## src/rtl/wb_arbiter_pkg.sv

```systemverilog
// Shared writeback types and requester indices for the register-file write port.
// Latency: none (declarations only).
// Backpressure: n/a.
package alioth_wb_pkg;

   // Default register width for the shared request record.
   localparam int WB_XLEN = 32;

   // Fixed requester slots on the writeback port.
   localparam int WB_IDX_ALU = 0;
   localparam int WB_IDX_MUL = 1;
   localparam int WB_IDX_DIV = 2;
   localparam int WB_IDX_LSU = 3;

   // Payload carried by one writeback request.
   typedef struct packed {
      logic [4:0]         waddr;
      logic [WB_XLEN-1:0] wdata;
   } wb_req_t;

endpackage

```

## src/rtl/wb_arbiter_if.sv

```systemverilog
// Bundle between the execution units, the writeback arbiter and the register file / HDU.
// Latency: none (wires only).
// Backpressure: requesters hold valid and payload until req_ready_o; the register-file side cannot stall.
// Ports: req_valid_i/req_waddr_i/req_wdata_i (units -> arbiter), req_ready_o, reg_we_o/reg_waddr_o/reg_wdata_o,
//        wb_done_o, wb_prepared_o, grant_idx_o (arbiter -> units / RF / HDU).
interface wb_arbiter_if #(
   parameter int NUM_REQ = 4,
   parameter int XLEN    = 32,
   parameter int IDX_W   = $clog2(NUM_REQ)
);
   logic [NUM_REQ-1:0]      req_valid_i;
   logic [NUM_REQ*5-1:0]    req_waddr_i;
   logic [NUM_REQ*XLEN-1:0] req_wdata_i;
   logic [NUM_REQ-1:0]      req_ready_o;
   logic                    reg_we_o;
   logic [4:0]              reg_waddr_o;
   logic [XLEN-1:0]         reg_wdata_o;
   logic                    wb_done_o;
   logic                    wb_prepared_o;
   logic [IDX_W-1:0]        grant_idx_o;

   // Requester / observer side.
   modport master (
      output req_valid_i, req_waddr_i, req_wdata_i,
      input  req_ready_o, reg_we_o, reg_waddr_o, reg_wdata_o,
             wb_done_o, wb_prepared_o, grant_idx_o
   );

   // Arbiter side.
   modport slave (
      input  req_valid_i, req_waddr_i, req_wdata_i,
      output req_ready_o, reg_we_o, reg_waddr_o, reg_wdata_o,
             wb_done_o, wb_prepared_o, grant_idx_o
   );
endinterface

```

## src/rtl/wb_arbiter_rr.sv

```systemverilog
// One-hot grant generator for the writeback port: round-robin, or fixed lowest-index priority
// when WB_ARB_FIXED_PRIO_EN is defined. Latency: grant is combinational from req_valid_i.
// Backpressure: a requester without a grant simply keeps valid high and is reconsidered next cycle.
// Ports: clk, rst_n; req_valid_i in; grant_o (one-hot), grant_idx_o, grant_vld_o out.
module rr_arbiter #(
   parameter int NUM_REQ = 4,
   parameter int IDX_W   = $clog2(NUM_REQ)
) (
   input  logic               clk,
   input  logic               rst_n,
   input  logic [NUM_REQ-1:0] req_valid_i,
   output logic [NUM_REQ-1:0] grant_o,
   output logic [IDX_W-1:0]   grant_idx_o,
   output logic               grant_vld_o
);

   logic [IDX_W-1:0] start;
   int               cand;

`ifdef WB_ARB_FIXED_PRIO_EN
   // Search always begins at requester 0, so the lowest index wins; no pointer state.
   logic unused_clk_rst;
   assign unused_clk_rst = clk ^ rst_n;
   assign start          = '0;
`else
   logic [IDX_W-1:0] rr_ptr;
   logic [IDX_W:0]   ptr_inc;

   // One extra bit so that winner+1 == NUM_REQ is detectable for any NUM_REQ.
   assign ptr_inc = {1'b0, grant_idx_o} + (IDX_W+1)'(1);
   assign start   = rr_ptr;

   always_ff @(posedge clk or negedge rst_n) begin
      if (!rst_n) begin
         rr_ptr <= '0;
      end else if (grant_vld_o) begin
         rr_ptr <= (ptr_inc == (IDX_W+1)'(NUM_REQ)) ? '0 : ptr_inc[IDX_W-1:0];
      end
   end
`endif

   // Walk NUM_REQ slots starting at 'start', wrapping; first valid slot wins.
   always_comb begin
      grant_o     = '0;
      grant_idx_o = '0;
      grant_vld_o = 1'b0;
      cand        = 0;
      for (int k = 0; k < NUM_REQ; k++) begin
         cand = int'(start) + k;
         if (cand >= NUM_REQ) cand = cand - NUM_REQ;
         if (!grant_vld_o && req_valid_i[cand]) begin
            grant_vld_o   = 1'b1;
            grant_o[cand] = 1'b1;
            grant_idx_o   = IDX_W'(cand);
         end
      end
   end

endmodule

```

## src/rtl/wb_arbiter.sv

```systemverilog
// Shares the single register-file write port among NUM_REQ execution units and registers the winner.
// Latency: grant/ready/wb_prepared same cycle; reg_we/waddr/wdata and wb_done one cycle after the grant.
// Backpressure: losers hold valid and retry; the register file never stalls the output register.
// Ports: clk, rst_n (async, active-low), bus (wb_arbiter_if.slave).
// Build option: define WB_ARB_FIXED_PRIO_EN for fixed lowest-index priority instead of round-robin.
module wb_arbiter
   import alioth_wb_pkg::*;
#(
   parameter int NUM_REQ = 4,
   parameter int XLEN    = 32,
   parameter int IDX_W   = $clog2(NUM_REQ)
) (
   input  logic        clk,
   input  logic        rst_n,
   wb_arbiter_if.slave bus
);

   logic [NUM_REQ-1:0] grant;
   logic [IDX_W-1:0]   grant_idx;
   logic               grant_vld;
   logic [4:0]         sel_waddr;
   logic [XLEN-1:0]    sel_wdata;

   rr_arbiter #(
      .NUM_REQ (NUM_REQ),
      .IDX_W   (IDX_W)
   ) u_arb (
      .clk         (clk),
      .rst_n       (rst_n),
      .req_valid_i (bus.req_valid_i),
      .grant_o     (grant),
      .grant_idx_o (grant_idx),
      .grant_vld_o (grant_vld)
   );

   assign bus.req_ready_o   = grant;
   assign bus.wb_prepared_o = grant_vld;
   assign bus.grant_idx_o   = grant_idx;

   // AND-OR payload mux driven by the one-hot grant.
   always_comb begin
      sel_waddr = '0;
      sel_wdata = '0;
      for (int i = 0; i < NUM_REQ; i++) begin
         if (grant[i]) begin
            sel_waddr = sel_waddr | bus.req_waddr_i[5*i +: 5];
            sel_wdata = sel_wdata | bus.req_wdata_i[XLEN*i +: XLEN];
         end
      end
   end

   // Address/data hold when idle; only the strobes return to zero.
   always_ff @(posedge clk or negedge rst_n) begin
      if (!rst_n) begin
         bus.reg_we_o    <= 1'b0;
         bus.reg_waddr_o <= '0;
         bus.reg_wdata_o <= '0;
         bus.wb_done_o   <= 1'b0;
      end else if (grant_vld) begin
         bus.reg_we_o    <= (sel_waddr != 5'd0);  // x0 retires without writing
         bus.reg_waddr_o <= sel_waddr;
         bus.reg_wdata_o <= sel_wdata;
         bus.wb_done_o   <= 1'b1;
      end else begin
         bus.reg_we_o    <= 1'b0;
         bus.wb_done_o   <= 1'b0;
      end
   end

endmodule
```

## src/flat_wrapper.sv

```systemverilog
// flat-port wrapper written by rule: the top's interface ports become plain ports
module wb_arbiter_flat import alioth_wb_pkg::*;
#(
   parameter int NUM_REQ = 4,
   parameter int XLEN    = 32,
   parameter int IDX_W   = $clog2(NUM_REQ)
)
  (clk, rst_n, bus_req_valid_i, bus_req_waddr_i, bus_req_wdata_i, bus_req_ready_o, bus_reg_we_o, bus_reg_waddr_o, bus_reg_wdata_o, bus_wb_done_o, bus_wb_prepared_o, bus_grant_idx_o);
  wb_arbiter_if #(.NUM_REQ(NUM_REQ), .XLEN(XLEN), .IDX_W(IDX_W)) bus_i ();
  input  logic clk;
  input  logic rst_n;
  input wire logic [$bits(bus_i.req_valid_i)-1:0] bus_req_valid_i;
  input wire logic [$bits(bus_i.req_waddr_i)-1:0] bus_req_waddr_i;
  input wire logic [$bits(bus_i.req_wdata_i)-1:0] bus_req_wdata_i;
  output wire logic [$bits(bus_i.req_ready_o)-1:0] bus_req_ready_o;
  output wire logic [$bits(bus_i.reg_we_o)-1:0] bus_reg_we_o;
  output wire logic [$bits(bus_i.reg_waddr_o)-1:0] bus_reg_waddr_o;
  output wire logic [$bits(bus_i.reg_wdata_o)-1:0] bus_reg_wdata_o;
  output wire logic [$bits(bus_i.wb_done_o)-1:0] bus_wb_done_o;
  output wire logic [$bits(bus_i.wb_prepared_o)-1:0] bus_wb_prepared_o;
  output wire logic [$bits(bus_i.grant_idx_o)-1:0] bus_grant_idx_o;
  assign bus_i.req_valid_i = bus_req_valid_i;
  assign bus_i.req_waddr_i = bus_req_waddr_i;
  assign bus_i.req_wdata_i = bus_req_wdata_i;
  assign bus_req_ready_o = bus_i.req_ready_o;
  assign bus_reg_we_o = bus_i.reg_we_o;
  assign bus_reg_waddr_o = bus_i.reg_waddr_o;
  assign bus_reg_wdata_o = bus_i.reg_wdata_o;
  assign bus_wb_done_o = bus_i.wb_done_o;
  assign bus_wb_prepared_o = bus_i.wb_prepared_o;
  assign bus_grant_idx_o = bus_i.grant_idx_o;
  wb_arbiter #(.NUM_REQ(NUM_REQ), .XLEN(XLEN), .IDX_W(IDX_W)) u_core (.clk(clk), .rst_n(rst_n), .bus(bus_i));
endmodule
```

## config.mk

```make
export PLATFORM = sky130hd
export DESIGN_NAME = wb_arbiter_flat
export DESIGN_NICKNAME = d
export VERILOG_FILES = /design/src/rtl/wb_arbiter_pkg.sv /design/src/rtl/wb_arbiter_if.sv /design/src/rtl/wb_arbiter_rr.sv /design/src/rtl/wb_arbiter.sv /design/src/flat_wrapper.sv
export SDC_FILE = /design/constraint.sdc
export NUM_CORES = 1
export LEC_CHECK = 0
export ABC_AREA = 1
export BUFFER_PORTS_ARGS = -buffer_cell sky130_fd_sc_hd__clkbuf_2
export CAP_MARGIN = 10
export CORE_ASPECT_RATIO = 1.75
export CORE_MARGIN = 1
export CORE_UTILIZATION = 46
export CTS_BUF_LIST = sky130_fd_sc_hd__clkbuf_4
export DETAILED_ROUTE_END_ITERATION = 16
export PLACE_DENSITY = 0.88
export SLEW_MARGIN = 20
export SYNTH_ARGS = -nofsm -noshare
export SYNTH_HDL_FRONTEND = slang
export SYNTH_SLANG_ARGS = --single-unit
```

## constraint.sdc

```tcl
create_clock -name clk -period 4.9 [get_ports clk]
set_input_delay 0.735 -clock clk [delete_from_list [all_inputs] [get_ports clk]]
set_output_delay 0.735 -clock clk [all_outputs]
set_load 0.005 [all_outputs]
```

; ---- Yosys cells after proc, flatten, opt, wreduce, memory -nomap -nowiden
; Index checks and enable logic that the tools add are counted.
[totals]
reg_bits = 41
in_bits = 154
[classes]
bitwise = 9
addsub = 8
n_mux = 47
n_reduce_logical = 11
n_lt_le_gt_ge = 12
n_eq_ne = 1
[ops]
columns = cell, count
row1 = 2-to-1 mux 32 bit, 8
row2 = ">= comparator 32 x 1 -> 1 bit, second input constant", 4
row3 = "less-than comparator 32 x 4 -> 1 bit, second input constant", 4
row4 = OR 32 bit, 3
row5 = 2-to-1 mux 5 bit, 4
row6 = 2-to-1 mux 1 bit, 18
row7 = 2-to-1 mux 4 bit, 4
row8 = OR 5 bit, 3
row9 = OR 4 bit, 3
row10 = "subtractor 3 x 3 -> 4 bit, second input constant", 3
row11 = 2-to-1 mux 2 bit, 5
row12 = ">= comparator 3 bit, second input constant", 3
row13 = binary-select mux 1 bit (select 2 bit), 4
row14 = demux 1 bit (select 2 bit), 4
row15 = logical AND 1 bit, 7
row16 = "adder 2 x 1 -> 3 bit, second input constant", 2
row17 = "adder 2 x 2 -> 3 bit, second input constant", 2
row18 = nonzero test 5 bit, 1
row19 = "subtractor 2 x 3 -> 4 bit, second input constant", 1
row20 = "== test 3 bit, second input constant", 1
row21 = ">= comparator 2 x 3 -> 1 bit, second input constant", 1
row22 = zero test 1 bit, 3

; ---- Longest topological paths before layout
; Gate-level depths: netlist (run 1).
[depth]
depth_word = 24
ltp_mapped = 16

; ---- Hierarchy
; A second synthesis (run 1) with hierarchy kept.
[hier_totals]
hier_cells = 401
area_unflattened_um2 = 3250.6
[by_module_without_submodules]
columns = mod, instances, cells_per_inst, seq_area_each_um2, area_per_inst_um2
row1 = wb_arbiter, 1, 305, 975.9, 2665.1
row2 = rr_arbiter, 1, 96, 50.0, 585.6

; ---- Worst setup path after synthesis (run 1)
; OpenSTA, ideal clock, no wires.
[synth_path]
kind = register to output
startpoint = reg u_core.u_arb.rr_ptr[1]
endpoint = out bus_wb_prepared_o
path_slack_ns = 2.319
t_arrival_ns = 1.846
path_stages_with_launch = 13
path_buffers = 3
cell_sequence = dfrtp_1 > inv_1 > ha_1 > inv_1 > nand2_1 > nand2_1 > nor2_2 > buf_6 > nand2_2 > nor2_2 > buf_4 > buf_4 > inv_1
[synth_via]
elab_chain_cells = 15
word_cells_on_any_way = 37
classes_between = add/sub: 7 / order compare: 4 / mux: 20 / reduce/logical: 6
[synth_lines]
columns = element, line
row1 = "start, declared", wb_arbiter_rr.sv:26  ; logic [IDX_W-1:0] rr_ptr;
row2 = "start signal, assigned", wb_arbiter_rr.sv:37  ; rr_ptr <= (ptr_inc == (IDX_W+1)'(NUM_REQ)) ? '0 : ptr_inc[IDX_W-1:0];
row3 = "parallel branches: the longest is 14 deep, another holds subtractor 3 x 3 -> 4 bit", -
row4 = 2-to-1 mux 1 bit (*), wb_arbiter_rr.sv:51  ; if (!grant_vld_o && req_valid_i[cand]) begin
row5 = "end, declared", flat_wrapper.sv:20  ; output wire logic [$bits(bus_i.wb_prepared_o)-1:0] bus_wb_prepared_o;
; Every way passes the cells marked *. The select of a mux whose other input is x is not followed.

; ---- Worst setup path in the final report (run 1)
[layout_path]
startpoint = reg u_core.u_arb.rr_ptr[1]
endpoint = out bus_req_ready_o[2]
[layout_via]
elab_chain_cells = 15
word_cells_on_any_way = 63
classes_between = add/sub: 7 / order compare: 12 / mux: 31 / bitwise: 3 / reduce/logical: 10
[layout_lines]
columns = element, line
row1 = "parallel branches: the longest is 14 deep, another holds >= comparator 32 x 1 -> 1 bit", -
row2 = 2-to-1 mux 4 bit (*), wb_arbiter_rr.sv:51
row3 = "end, declared", flat_wrapper.sv:15  ; output wire logic [$bits(bus_i.req_ready_o)-1:0] bus_req_ready_o;
; Marked as above.

==> reports/results.md, run 1 <==
| Stage | Quantity | Value |
|---|---|---|
| timing | Skew final | 0.00698 ns |
| floorplanning | Row cnt | 37 |
| detailed routing | Total wire length | 9290 um |
| synthesis | Share of the synthesized area in the top cell type | 0.359 |
| synthesis | Number of library cell types mapped by synthesis | 25 |
| global routing | Largest net degree at the start of global routing | 42 |
| timing | Measured slew at the worst slew-check pin | 0.926 ns |
| synthesis | Net count after synthesis | 599 |
| synthesis | FF+latch count, synth | 41 |
| final layout | Area added between synthesis and finish | 35.6% |
| synthesis | Most used DFF post-synth | sky130_fd_sc_hd__dfrtp_1 |
| synthesis | Synthesized netlist cell count | 441 |
| floorplanning | Die Span Y | 106 um |
| run | Maximum Capacitance Violations | 0 |
| detailed routing | Via density per instance | 5.03 |
| floorplanning | CORE AREA | 5930 sq um |
| cts | Clk buf depth | 2 |
| synthesis | Part of the Yosys area used for sequential elements | 0.359 |
| final layout | Sequential standard cell area | 1030 sq um |
| global routing | Wire length of the first global-routing pass | 13700 um |
| timing | Achievable Freq | 292 MHz |
| placed design | Number of buffers added on ports | 199 |
| setup path | Start-to-end type of the worst setup path | flop to output port |
| detailed routing | Drt pass-1 iters | 6 |
| synthesis | Cell type with the highest aggregate area in the netlist | sky130_fd_sc_hd__dfrtp_1 |
| setup path | Data arrival time of the critical path | 2.68 ns |
| power | Standby leakage power | 2.29 nW |
| synthesis | Warning count from the yosys run | 0 |
| global routing | Overflow left after global routing | 0 |
| global routing | Initial antenna violation count | 0 |
| setup path | Worst-case reg-to-reg path depth | 15 |
| timing | Post-route clock period utilization | 0.698 |
| cts | Number of levels in the clock H-tree | 2 |
| setup path | CP Capture Type | output port |
| cts | Clock net sink count | 41 |
| timing | Max-slew violations | 0 |
| power | Peak ir drop on the vdd network | 677 uV |
| final layout | Antenna cell count | 0 |
| detailed routing | Via count of the routed design | 3570 |
| cts | CTS Root Buffer Type | sky130_fd_sc_hd__clkbuf_4 |
| final layout | Share of post-route cells with drive strength above 1 | 0.354 |
| setup path | Crit path max-delay cell type | sky130_fd_sc_hd__dfrtp_1 |
| cts | Number of buffers created by CTS | 5 |
| synthesis | Number of enable flip-flop cells after synthesis | 0 |
| detailed routing | Antenna violation net count after detailed routing | 0 |
| cts | Clock latency on the worst-skew pair | 0.35 ns |
| placed design | HPWL reported at the end of detailed placement | 7130 um |
| floorplanning | Die area | 6550 sq um |
| timing | Final total negative setup slack | 0 ns |
| detailed routing | Number of remaining DRC errors | 0 |
| timing | Finish-stage setup viols | 0 |
| setup path | Maximum cell stage delay along the critical path | 0.52 ns |
| placed design | Global placement routability congestion | 0.936 |
| timing | Headroom to the max-slew limit | 0.383 |
| global routing | Combined global-route utilization of all metal layers | 0.279 |
| timing | Worst setup slack after layout | 1.48 ns |
| final layout | Area occupied by multi-input gates | 1510 sq um |
| hold path | Class of the worst hold path | primary input to async pin |
| setup path | Critical path startpoint category | flop |
| global routing | Via count of the first global-routing pass | 3315 |
| cts | Hold_buf cts | 0 |
| setup path | Series of cell instances along the critical path | inv_1, ha_1, inv_1, nand2_1, nand2_1, nor2_2, nand4_1, nand3_1, clkbuf_2 |
| setup path | Maximum fanout count along the critical path | 13 |
| floorplanning | Die width | 61.6 um |
| setup path | Worst path required time | 4.16 ns |
| final layout | Count of filler cells inserted in the layout | 563 |
| timing | Setup repair after global routing missed its margin | no |
| synthesis | Synth cell count leaders | 253 x sky130_fd_sc_hd__nand2_1, 41 x sky130_fd_sc_hd__dfrtp_1, 41 x sky130_fd_sc_hd__inv_1, 40 x sky130_fd_sc_hd__nand4_1, 10 x sky130_fd_sc_hd__buf_4 |
| synthesis | Mean instance size in the synthesized netlist | 6.49 sq um |
| synthesis | Syn Std Cell Area | 2860 sq um |
| detailed routing | Detailed-route wire length per cell | 13.1 um |
| floorplanning | Effective utilization at floorplan | 0.483 |
| status | Status | completed |
| cts | Total setup buffers inserted after CTS | 0 |
| timing | Final count of hold timing violations | 0 |
| timing | Time the worst path needs with I/O delays and setup | 3.42 ns |
| placed design | Dpl ws | 1.86 ns |
| cts | Clock-pin slew reported for the worst setup and hold paths after clock tree synthesis | 0.12 ns |
| synthesis | Proportion of register bits with asynchronous set or reset after synthesis | 1.00 |
| final layout | Final #Nets | 789 |
| detailed routing | 1st-iter DRT viols | 183 |
| cts | Number of gates given a new drive strength after cts | 0 |
| synthesis | Most common cell in the synthesized netlist | sky130_fd_sc_hd__nand2_1 |
| floorplanning | Ports | 200 |
| power | Power per unit of standard cell area | 755 nW/um^2 |
| synthesis | Top post-synthesis cells by area | sky130_fd_sc_hd__dfrtp_1 36%, sky130_fd_sc_hd__nand2_1 33%, sky130_fd_sc_hd__nand4_1 8.7% |
| cts | Clock tree from TritonCTS | yes |
kinds of logic after synthesis:
group	share of synthesized area
AO/OA/AOI/OAI	0.0267
AND/OR/NAND/NOR	0.479
XOR/XNOR	0.00306
buffers and inverters	0.115
adder cells (fa/ha/maj)	0.0175
flip-flops	0.359
layout by cell type, fill, tap and decap left out:
cell / synthesis / routed
sky130_fd_sc_hd__inv_2: 1 / 1
sky130_fd_sc_hd__buf_4: 10 / 5
sky130_fd_sc_hd__nand3b_2: 1 / 1
sky130_fd_sc_hd__ha_1: 4 / 4
sky130_fd_sc_hd__nand3_1: 9 / 9
sky130_fd_sc_hd__nand3_2: 2 / 2
sky130_fd_sc_hd__o21ai_0: 2 / 2
sky130_fd_sc_hd__nor2_2: 3 / 3
sky130_fd_sc_hd__o221ai_1: 1 / 1
sky130_fd_sc_hd__nand4_1: 40 / 40
sky130_fd_sc_hd__buf_2: 2 / 1
sky130_fd_sc_hd__nor2_1: 5 / 5
sky130_fd_sc_hd__a21o_1: 1 / 1
sky130_fd_sc_hd__nand2_1: 253 / 253
sky130_fd_sc_hd__a21oi_1: 3 / 3
sky130_fd_sc_hd__clkbuf_2: 0 / 198
sky130_fd_sc_hd__clkbuf_4: 0 / 8
sky130_fd_sc_hd__nand2_2: 4 / 4
sky130_fd_sc_hd__xnor2_1: 1 / 1
sky130_fd_sc_hd__nand3b_1: 2 / 2
sky130_fd_sc_hd__dfrtp_1: 41 / 41
sky130_fd_sc_hd__nand3_4: 1 / 1
sky130_fd_sc_hd__a21boi_0: 4 / 4
sky130_fd_sc_hd__o21ai_1: 1 / 1
sky130_fd_sc_hd__inv_1: 41 / 41
worst max-delay path: cells and delay by family, from the launching register on:
family                   cells  cell delay [ns]
adder cells (fa/ha/maj)      1             0.35
AND/OR/NAND/NOR              5             1.01
buffers and inverters        3             0.45
flip-flops                   1             0.52
layout make-up:
cell class / count / area share
multi-input combinational: 337 / 0.388
tap: 78 / 0.0251
sequential: 41 / 0.264
clock buffer: 8 / 0.0155
timing repair buffer: 204 / 0.266
inverter: 42 / 0.0406
state kept, by name, summed over array words and instances, names as in the netlist, named ones only:
| signal | cells |
|---|---|
| u_core.bus.reg_wdata_o | 32 |
| u_core.bus.reg_waddr_o | 5 |
| u_core.bus.reg_we_o | 1 |
| u_core.bus.wb_done_o | 1 |
| u_core.u_arb.rr_ptr | 1 |
power by group:
group	leakage, nW	switching, W	internal (W)
sequential	0.491	0.000109	0.000543
combinational	1.77	0.00135	0.000742
clock	0.0368	0.000108	0.0000739
per-stage QoR:
stage                     instances  hold WS [ns]  power, W   util  cell area (sq um)
after floorplan                 441         0.439   0.00223      -               2860
after global placement          702         0.468   0.00267  0.645               3820
after global routing            710         0.514   0.00326  0.655               3880
after detailed placement        702         0.474   0.00276  0.645               3820
final                           710         0.502   0.00293  0.655               3880
after CTS                       710         0.503   0.00295  0.655               3880
metal layers:
metal  global-route usage  vias to the layer above  routed length [um]
li1                     -                     1763                   -
met5                    0                        -                   0
met1                0.282                     1622                3270
met4                0.154                        0                 342
met2                0.495                      157                4920
met3               0.0620                       28                 762
final timing paths:
path | slack, ns | start | end
max | 1.48 | u_core.u_arb.rr_ptr[1] | bus_req_ready_o[2]
min | 0.50 | rst_n | u_core.bus.reg_wdata_o[12]
max reg2reg | 1.97 | u_core.u_arb.rr_ptr[1] | u_core.bus.reg_we_o
min reg2reg | 0.50 | u_core.bus.reg_waddr_o[2] | u_core.bus.reg_waddr_o[2]
max in group asynchronous | 3.82 | rst_n | u_core.bus.reg_wdata_o[23]
min in group clk | 0.50 | u_core.bus.reg_waddr_o[2] | u_core.bus.reg_waddr_o[2]
Power figures use the tool's default switching activity.
==> run 2: changes to the inputs <==
- CORE_UTILIZATION: 46 -> 39
- PLACE_DENSITY: 0.88 -> 0.8
- clock period: 4.9 -> 2.95 ns (I/O delays scaled with it)
==> run 2 against run 1 <==
Design area up 3.7%. Register-to-register slack worse by 1.5 ns. Cell count rose by 2.5%. Non-clock buffer count increased by 11. Via count hardly changed. Core utilization shrank 9.0 points. Sequential power increased by 67%. Total power rose by 79%. Clock power is 96% higher. Highest routed layer unchanged.
==> reports/results.md, run 2 (synthesis results as in run 1) <==
| Stage | Quantity | Value | Delta |
|---|---|---|---|
| global routing | Initial antenna violation count | 0 | unchanged |
| timing | Post-route clock period utilization | 0.935 |  |
| detailed routing | Via count of the routed design | 3573 | +0.084% |
| cts | Clock net sink count | 41 | unchanged |
| final layout | Final #Nets | 800 | +1.4% |
| timing | Finish-stage setup viols | 0 | unchanged |
| placed design | Dpl cell area | 3890 sq um | +1.8% |
| power | Power per unit of standard cell area | 1300 nW/um^2 | +72% |
| floorplanning | Die width | 66.8 um | +8.3% |
| global routing | Via count of the first global-routing pass | 3272 | -1.3% |
| detailed routing | Number of remaining DRC errors | 0 | unchanged |
| floorplanning | Row cnt | 41 | +11% |
| final layout | Most frequent standard cell in the layout excluding fill and tap cells | sky130_fd_sc_hd__nand2_1 |  |
| detailed routing | Drt pass-1 iters | 4 | -2 |
| power | Power after layout | 0.00524 W | +79% |
| setup path | Data arrival time of the critical path | 2.31 ns | -0.37 ns |
| final layout | Largest register by flop count | u_core.bus.reg_wdata_o |  |
| cts | Clock-pin slew reported for the worst setup and hold paths after clock tree synthesis | 0.12 ns | about the same |
| cts | CTS Root Buffer Type | sky130_fd_sc_hd__clkbuf_4 |  |
| floorplanning | Die Span Y | 115 um | +8.4% |
| setup path | Worst path required time | 2.51 ns | -1.65 ns |
| global routing | Overflow left after global routing | 0 | unchanged |
| final layout | Number of flip-flops under the largest register name | 32 | unchanged |
| timing | Final total negative setup slack | 0 ns | unchanged |
| detailed routing | Antenna violation net count after detailed routing | 0 | unchanged |
| timing | Final count of hold timing violations | 0 | unchanged |
| detailed routing | Via density per instance | 4.91 | -2.4% |
| detailed routing | Detailed-route wire length per cell | 13.2 um | +0.74% |
| final layout | Area added between synthesis and finish | 40.7% |  |
| floorplanning | CORE AREA | 7130 sq um | +20% |
| final layout | Commonest cells after routing, fill and taps aside | 253 x sky130_fd_sc_hd__nand2_1, 198 x sky130_fd_sc_hd__clkbuf_2, 41 x sky130_fd_sc_hd__inv_1, 40 x sky130_fd_sc_hd__nand4_1, 39 x sky130_fd_sc_hd__dfrtp_1 |  |
| placed design | HPWL reported at the end of detailed placement | 7590 um | +6.4% |
| setup path | CP Capture Type | output port |  |
| hold path | Class of the worst hold path | primary input to async pin |  |
| floorplanning | Ports | 200 | unchanged |
| detailed routing | 1st-iter DRT viols | 188 | +2.7% |
| final layout | Share of post-route cells with drive strength above 1 | 0.372 | +0.0178 |
| timing | Time the worst path needs with I/O delays and setup | 2.76 ns |  |
| global routing | Wire length of the first global-routing pass | 14300 um | +4.4% |
| timing | Measured slew at the worst slew-check pin | 0.941 ns | +0.0152 ns |
| detailed routing | Total wire length | 9600 um | +3.3% |
| cts | Clock tree from TritonCTS | yes |  |
| final layout | Registers with the highest flip-flop counts | u_core.bus.reg_wdata_o x32, u_core.bus.reg_waddr_o x5 |  |
| cts | Hold_buf cts | 0 | unchanged |
| floorplanning | Die area | 7700 sq um | +17% |
| final layout | Antenna cell count | 0 | unchanged |
| cts | Number of levels in the clock H-tree | 2 | unchanged |
| final layout | Non-Filler Cell Area, Final | 4030 sq um | +3.7% |
| placed design | Number of buffers added on ports | 199 | unchanged |
| timing | Max-slew violations | 0 | unchanged |
| placed design | Global placement routability congestion | 0.894 | -4.4% |
| floorplanning | Effective utilization at floorplan | 0.401 | -0.0816 |
| power | Peak ir drop on the vdd network | 894 uV | +32% |
| timing | Achievable Freq | 363 MHz |  |
| power | Standby leakage power | 2.36 nW | +2.9% |
| timing | Setup repair after global routing missed its margin | no |  |
| global routing | Combined global-route utilization of all metal layers | 0.245 | -0.0341 |
| cts | Number of buffers created by CTS | 5 | unchanged |
| run | Maximum Capacitance Violations | 0 | unchanged |
| setup path | Maximum fanout count along the critical path | 8 | -5 |
| timing | Skew final | 0.00589 ns | -0.00110 ns |
| setup path | Critical path startpoint category | flop |  |
| status | Status | completed |  |
| setup path | Start-to-end type of the worst setup path | flop to output port |  |
| timing | Headroom to the max-slew limit | 0.373 | -0.0101 |
| global routing | Largest net degree at the start of global routing | 42 | unchanged |
| cts | Clk buf depth | 2 | unchanged |
| cts | Clock latency on the worst-skew pair | 0.36 ns | about the same |
## run 2: worst paths after layout
path | startpoint | endpoint | slack [ns] | depth (start not counted)
worst max register to register | u_core.u_arb.rr_ptr[1] | u_core.bus.reg_we_o | 0.49 | 15
worst min register to register | u_core.bus.reg_waddr_o[2] | u_core.bus.reg_waddr_o[2] | 0.50 | 1
max in group asynchronous | rst_n | async pin | 2.08 | 1
min in group clk | bus_req_wdata_i[67] | u_core.bus.reg_wdata_o[3] | 0.30 | 3
worst max-delay path | u_core.u_arb.rr_ptr[1] | bus_grant_idx_o[0] | 0.19 | 11
worst min-delay path | rst_n | u_core.bus.reg_wdata_o[4] | 0.21 | 1
## run 2: worst max-delay path, stage by stage, from the launching register on
cell                       delay, ns
sky130_fd_sc_hd__dfrtp_2        0.46
sky130_fd_sc_hd__inv_1          0.14
sky130_fd_sc_hd__ha_4           0.31
sky130_fd_sc_hd__inv_1          0.06
sky130_fd_sc_hd__nand2_1        0.06
sky130_fd_sc_hd__nand2_1        0.08
sky130_fd_sc_hd__nor2_4         0.21
sky130_fd_sc_hd__nand3_1        0.12
sky130_fd_sc_hd__nand2_1        0.07
sky130_fd_sc_hd__o21ai_0        0.10
sky130_fd_sc_hd__o21ai_1        0.18
sky130_fd_sc_hd__clkbuf_2       0.16
## run 2: per-stage QoR
stage	util	setup WS [ns]	instances	hold WS (ns)
after floorplan	-	0.662	441	0.147
after global placement	0.545	0.408	717	0.469
after CTS	0.556	0.0207	724	0.265
final	0.565	0.193	728	0.214
after detailed placement	0.545	0.322	717	0.464
after global routing	0.565	0.0424	728	0.274
## run 2: routing by layer
metal / vias up / routed length (um) / global-route usage
met2: 149 / 5350 / 0.463
met4: 0 / 143 / 0.0965
met5: - / 0 / 0
met3: 10 / 559 / 0.0347
met1: 1637 / 3540 / 0.261
li1: 1777 / - / -
## run 2: area by class of cell
class,count,area [sq um]
clock buffer,5,37.5
fill,725,3100
tap,86,108
timing repair buffer,215,1120
clock inverter,2,35.0
multi-input combinational,337,1540
sequential,41,1030
inverter,42,158
## run 2: where the power goes
| part | total [W] | switching (W) | leakage (nW) | internal, W |
|---|---|---|---|---|
| clock network | 0.000357 | 0.000185 | 0.0410 | 0.000173 |
| registers | 0.00109 | 0.000188 | 0.489 | 0.000905 |
| logic | 0.00379 | 0.00235 | 1.83 | 0.00144 |
| total | 0.00524 | 0.00272 | 2.36 | 0.00252 |
## run 2: repair_timing
item,CTS,global route
endpoints found under the setup margin,4,6
buffers inserted,0,4
resized for setup,1,6
pin swaps,0,1
==> run 3: changes to the inputs <==
- REMOVE_ABC_BUFFERS: unset -> 1
==> run 3 against run 2 <==
Worst hold slack lost 0.014 ns. Core utilization grew 0.053 points. Maximum frequency grew 0.42%. Sequential power is essentially flat. Global-route usage grew 1.7 points. Clock skew grew 0.0039 ns. Sequential share of layout area is essentially flat. Non-clock buffer count grew 1. Critical path depth shrank 1. Flip-flop and latch count is the same. Largest cell class unchanged.
==> reports/results.md, run 3 (synthesis results as in run 1) <==
| Stage | Quantity | Value | Delta |
|---|---|---|---|
| hold path | Class of the worst hold path | primary input to async pin |  |
| global routing | Largest net degree at the start of global routing | 42 | unchanged |
| timing | Setup repair after global routing missed its margin | no |  |
| placed design | Global placement routability congestion | 0.918 | +2.6% |
| cts | Clock-pin slew reported for the worst setup and hold paths after clock tree synthesis | 0.12 ns | about the same |
| cts | Clock latency on the worst-skew pair | 0.37 ns | about the same |
| final layout | Commonest cells after routing, fill and taps aside | 253 x sky130_fd_sc_hd__nand2_1, 198 x sky130_fd_sc_hd__clkbuf_2, 41 x sky130_fd_sc_hd__inv_1, 40 x sky130_fd_sc_hd__nand4_1, 39 x sky130_fd_sc_hd__dfrtp_1 |  |
| timing | Headroom to the max-slew limit | 0.375 | +0.00250 |
| detailed routing | Via density per instance | 4.90 | -0.18% |
| setup path | Start-to-end type of the worst setup path | flop to output port |  |
| final layout | Most frequent standard cell in the layout excluding fill and tap cells | sky130_fd_sc_hd__nand2_1 |  |
| setup path | Number of buffer and inverter instances along the worst setup path | 4 | +1 |
| global routing | Via count of the first global-routing pass | 3373 | +3.1% |
| timing | Finish-stage setup viols | 0 | unchanged |
| global routing | Combined global-route utilization of all metal layers | 0.261 | +0.0167 |
| setup path | CP Capture Type | output port |  |
| detailed routing | Drt pass-1 iters | 4 | unchanged |
| setup path | Critical path startpoint category | flop |  |
| power | Power after layout | 0.00518 W | -1.0% |
| timing | Worst setup slack after layout | 0.204 ns | +0.0115 ns |
| timing | Achievable Freq | 364 MHz | +0.42% |
| final layout | Registers with the highest flip-flop counts | u_core.bus.reg_wdata_o x32, u_core.bus.reg_waddr_o x5 |  |
| timing | Post-route clock period utilization | 0.931 | -0.00389 |
| final layout | Final #Nets | 802 | +0.25% |
| power | Peak ir drop on the vdd network | 550 uV | -39% |
| global routing | Initial antenna violation count | 0 | unchanged |
| timing | Skew final | 0.00979 ns | +0.00391 ns |
| cts | Number of buffers created by CTS | 5 | unchanged |
| setup path | Series of cell instances along the critical path | inv_1, ha_4, inv_1, nand2_1, nand2_1, nor2_2, buf_4, nand3b_2, nand3_2, clkbuf_2 |  |
| setup path | Maximum cell stage delay along the critical path | 0.47 ns | about the same |
| detailed routing | Number of remaining DRC errors | 0 | unchanged |
| power | Power per unit of standard cell area | 1290 nW/um^2 | -1.1% |
| timing | Measured slew at the worst slew-check pin | 0.937 ns | -0.00376 ns |
| timing | Max-slew violations | 0 | unchanged |
| setup path | Data arrival time of the critical path | 2.30 ns | about the same |
| detailed routing | 1st-iter DRT viols | 199 | +5.9% |
| global routing | Overflow left after global routing | 0 | unchanged |
| power | Standby leakage power | 2.36 nW | about the same |
| run | Maximum Capacitance Violations | 0 | unchanged |
| cts | CTS Root Buffer Type | sky130_fd_sc_hd__clkbuf_4 |  |
| detailed routing | Total wire length | 9780 um | +1.9% |
| final layout | Largest register by flop count | u_core.bus.reg_wdata_o |  |
| setup path | Worst path required time | 2.51 ns | about the same |
| timing | Final count of hold timing violations | 0 | unchanged |
| cts | Clk buf depth | 2 | unchanged |
| placed design | Dpl ws | 0.299 ns | -0.0237 ns |
| status | Status | completed |  |
| cts | Number of levels in the clock H-tree | 2 | unchanged |
| final layout | Sequential standard cell area | 1030 sq um | unchanged |
| floorplanning | Die Span Y | 115 um | unchanged |
| floorplanning | Ports | 200 | unchanged |
| final layout | Number of flip-flops under the largest register name | 32 | unchanged |
| placed design | HPWL reported at the end of detailed placement | 7750 um | +2.1% |
| detailed routing | Via count of the routed design | 3586 | +0.36% |
| final layout | Post-layout util | 0.565 | about the same |
| setup path | Crit path max-delay cell type | sky130_fd_sc_hd__dfrtp_2 |  |
| detailed routing | Detailed-route wire length per cell | 13.4 um | +1.4% |
| global routing | Wire length of the first global-routing pass | 15300 um | +6.8% |
| cts | Clock tree from TritonCTS | yes |  |
| floorplanning | Die width | 66.8 um | unchanged |
| floorplanning | Row cnt | 41 | unchanged |
| placed design | Instance count after placement with tap cells included | 717 | unchanged |
| final layout | Post-layout instance count excluding filler cells | 732 | +0.55% |
| final layout | Share of post-route cells with drive strength above 1 | 0.375 | +0.00292 |
| final layout | Area added between synthesis and finish | 40.8% | about the same |
| floorplanning | Effective utilization at floorplan | 0.401 | unchanged |
| floorplanning | Die area | 7700 sq um | unchanged |
| timing | Time the worst path needs with I/O delays and setup | 2.75 ns | -0.0115 ns |
| setup path | Cell class contributing the biggest share of worst-path delay | simple AND/OR/NAND/NOR gates |  |
| floorplanning | CORE AREA | 7130 sq um | unchanged |
| final layout | Count of filler cells inserted in the layout | 732 | +0.97% |
| detailed routing | Antenna violation net count after detailed routing | 0 | unchanged |
| setup path | Maximum fanout count along the critical path | 8 | unchanged |
| placed design | Number of buffers added on ports | 199 | unchanged |
| final layout | Area occupied by multi-input gates | 1540 sq um | about the same |
| timing | Final total negative setup slack | 0 ns | unchanged |
| cts | Clock net sink count | 41 | unchanged |
-- run 3: changes by cell type in the layout (fill, tap and decap cells not counted) --
cell | previous run | this run
sky130_fd_sc_hd__nor2_2 | 2 | 3
sky130_fd_sc_hd__clkinv_2 | 1 | 2
sky130_fd_sc_hd__nand3_4 | 2 | 1
sky130_fd_sc_hd__bufinv_16 | 1 | 0
sky130_fd_sc_hd__nand3_2 | 2 | 3
sky130_fd_sc_hd__clkinvlp_4 | 0 | 1
sky130_fd_sc_hd__buf_12 | 0 | 1
sky130_fd_sc_hd__diode_2 | 0 | 1
-- run 3: final timing paths --
kind / start / end / slack [ns] / cells past startpoint
max: u_core.u_arb.rr_ptr[1] / bus_req_ready_o[0] / 0.20 / 10
min: rst_n / u_core.bus.reg_wdata_o[10] / 0.20 / 1
max reg2reg: u_core.u_arb.rr_ptr[1] / u_core.bus.reg_we_o / 0.42 / 16
min reg2reg: u_core.bus.reg_waddr_o[2] / u_core.bus.reg_waddr_o[2] / 0.49 / 1
max in group asynchronous: rst_n / async pin / 2.12 / 1
min in group clk: bus_req_wdata_i[109] / u_core.bus.reg_wdata_o[13] / 0.29 / 3
-- run 3: cell type report --
class | count | area share
well taps | 86 | 0.0267
inverters | 42 | 0.0391
diodes | 1 | 0.000621
clock buffers | 5 | 0.00931
multi-input cells | 338 | 0.383
repair buffers | 216 | 0.282
flip-flops and latches | 41 | 0.255
clock inverters | 3 | 0.00435
-- run 3: power by group --
group          switching [W]  internal (W)
Combinational        0.00233       0.00147
Clock               0.000200     0.0000900
Sequential          0.000190      0.000904
-- run 3: stage by stage --
step,area [sq um],hold slack (ns)
after floorplan,2690,0.147
after global routing,4030,0.251
after CTS,3960,0.265
after detailed placement,3900,0.464
after global placement,3900,0.470
final,4030,0.200
-- run 3: timing repair --
item | in CTS | in global routing
buffers inserted | 0 | 5
hold buffers | 0 | 0
gates resized for setup | 3 | 3
pin swaps | 0 | 1
endpoints found under the setup margin | 6 | 5
cloned | 0 | 1
-- run 3: routing by layer --
metal	track usage	part of all wire
met5	0	0
met4	0.0894	0.022
met3	0.0357	0.048
met2	0.475	0.55
met1	0.304	0.38
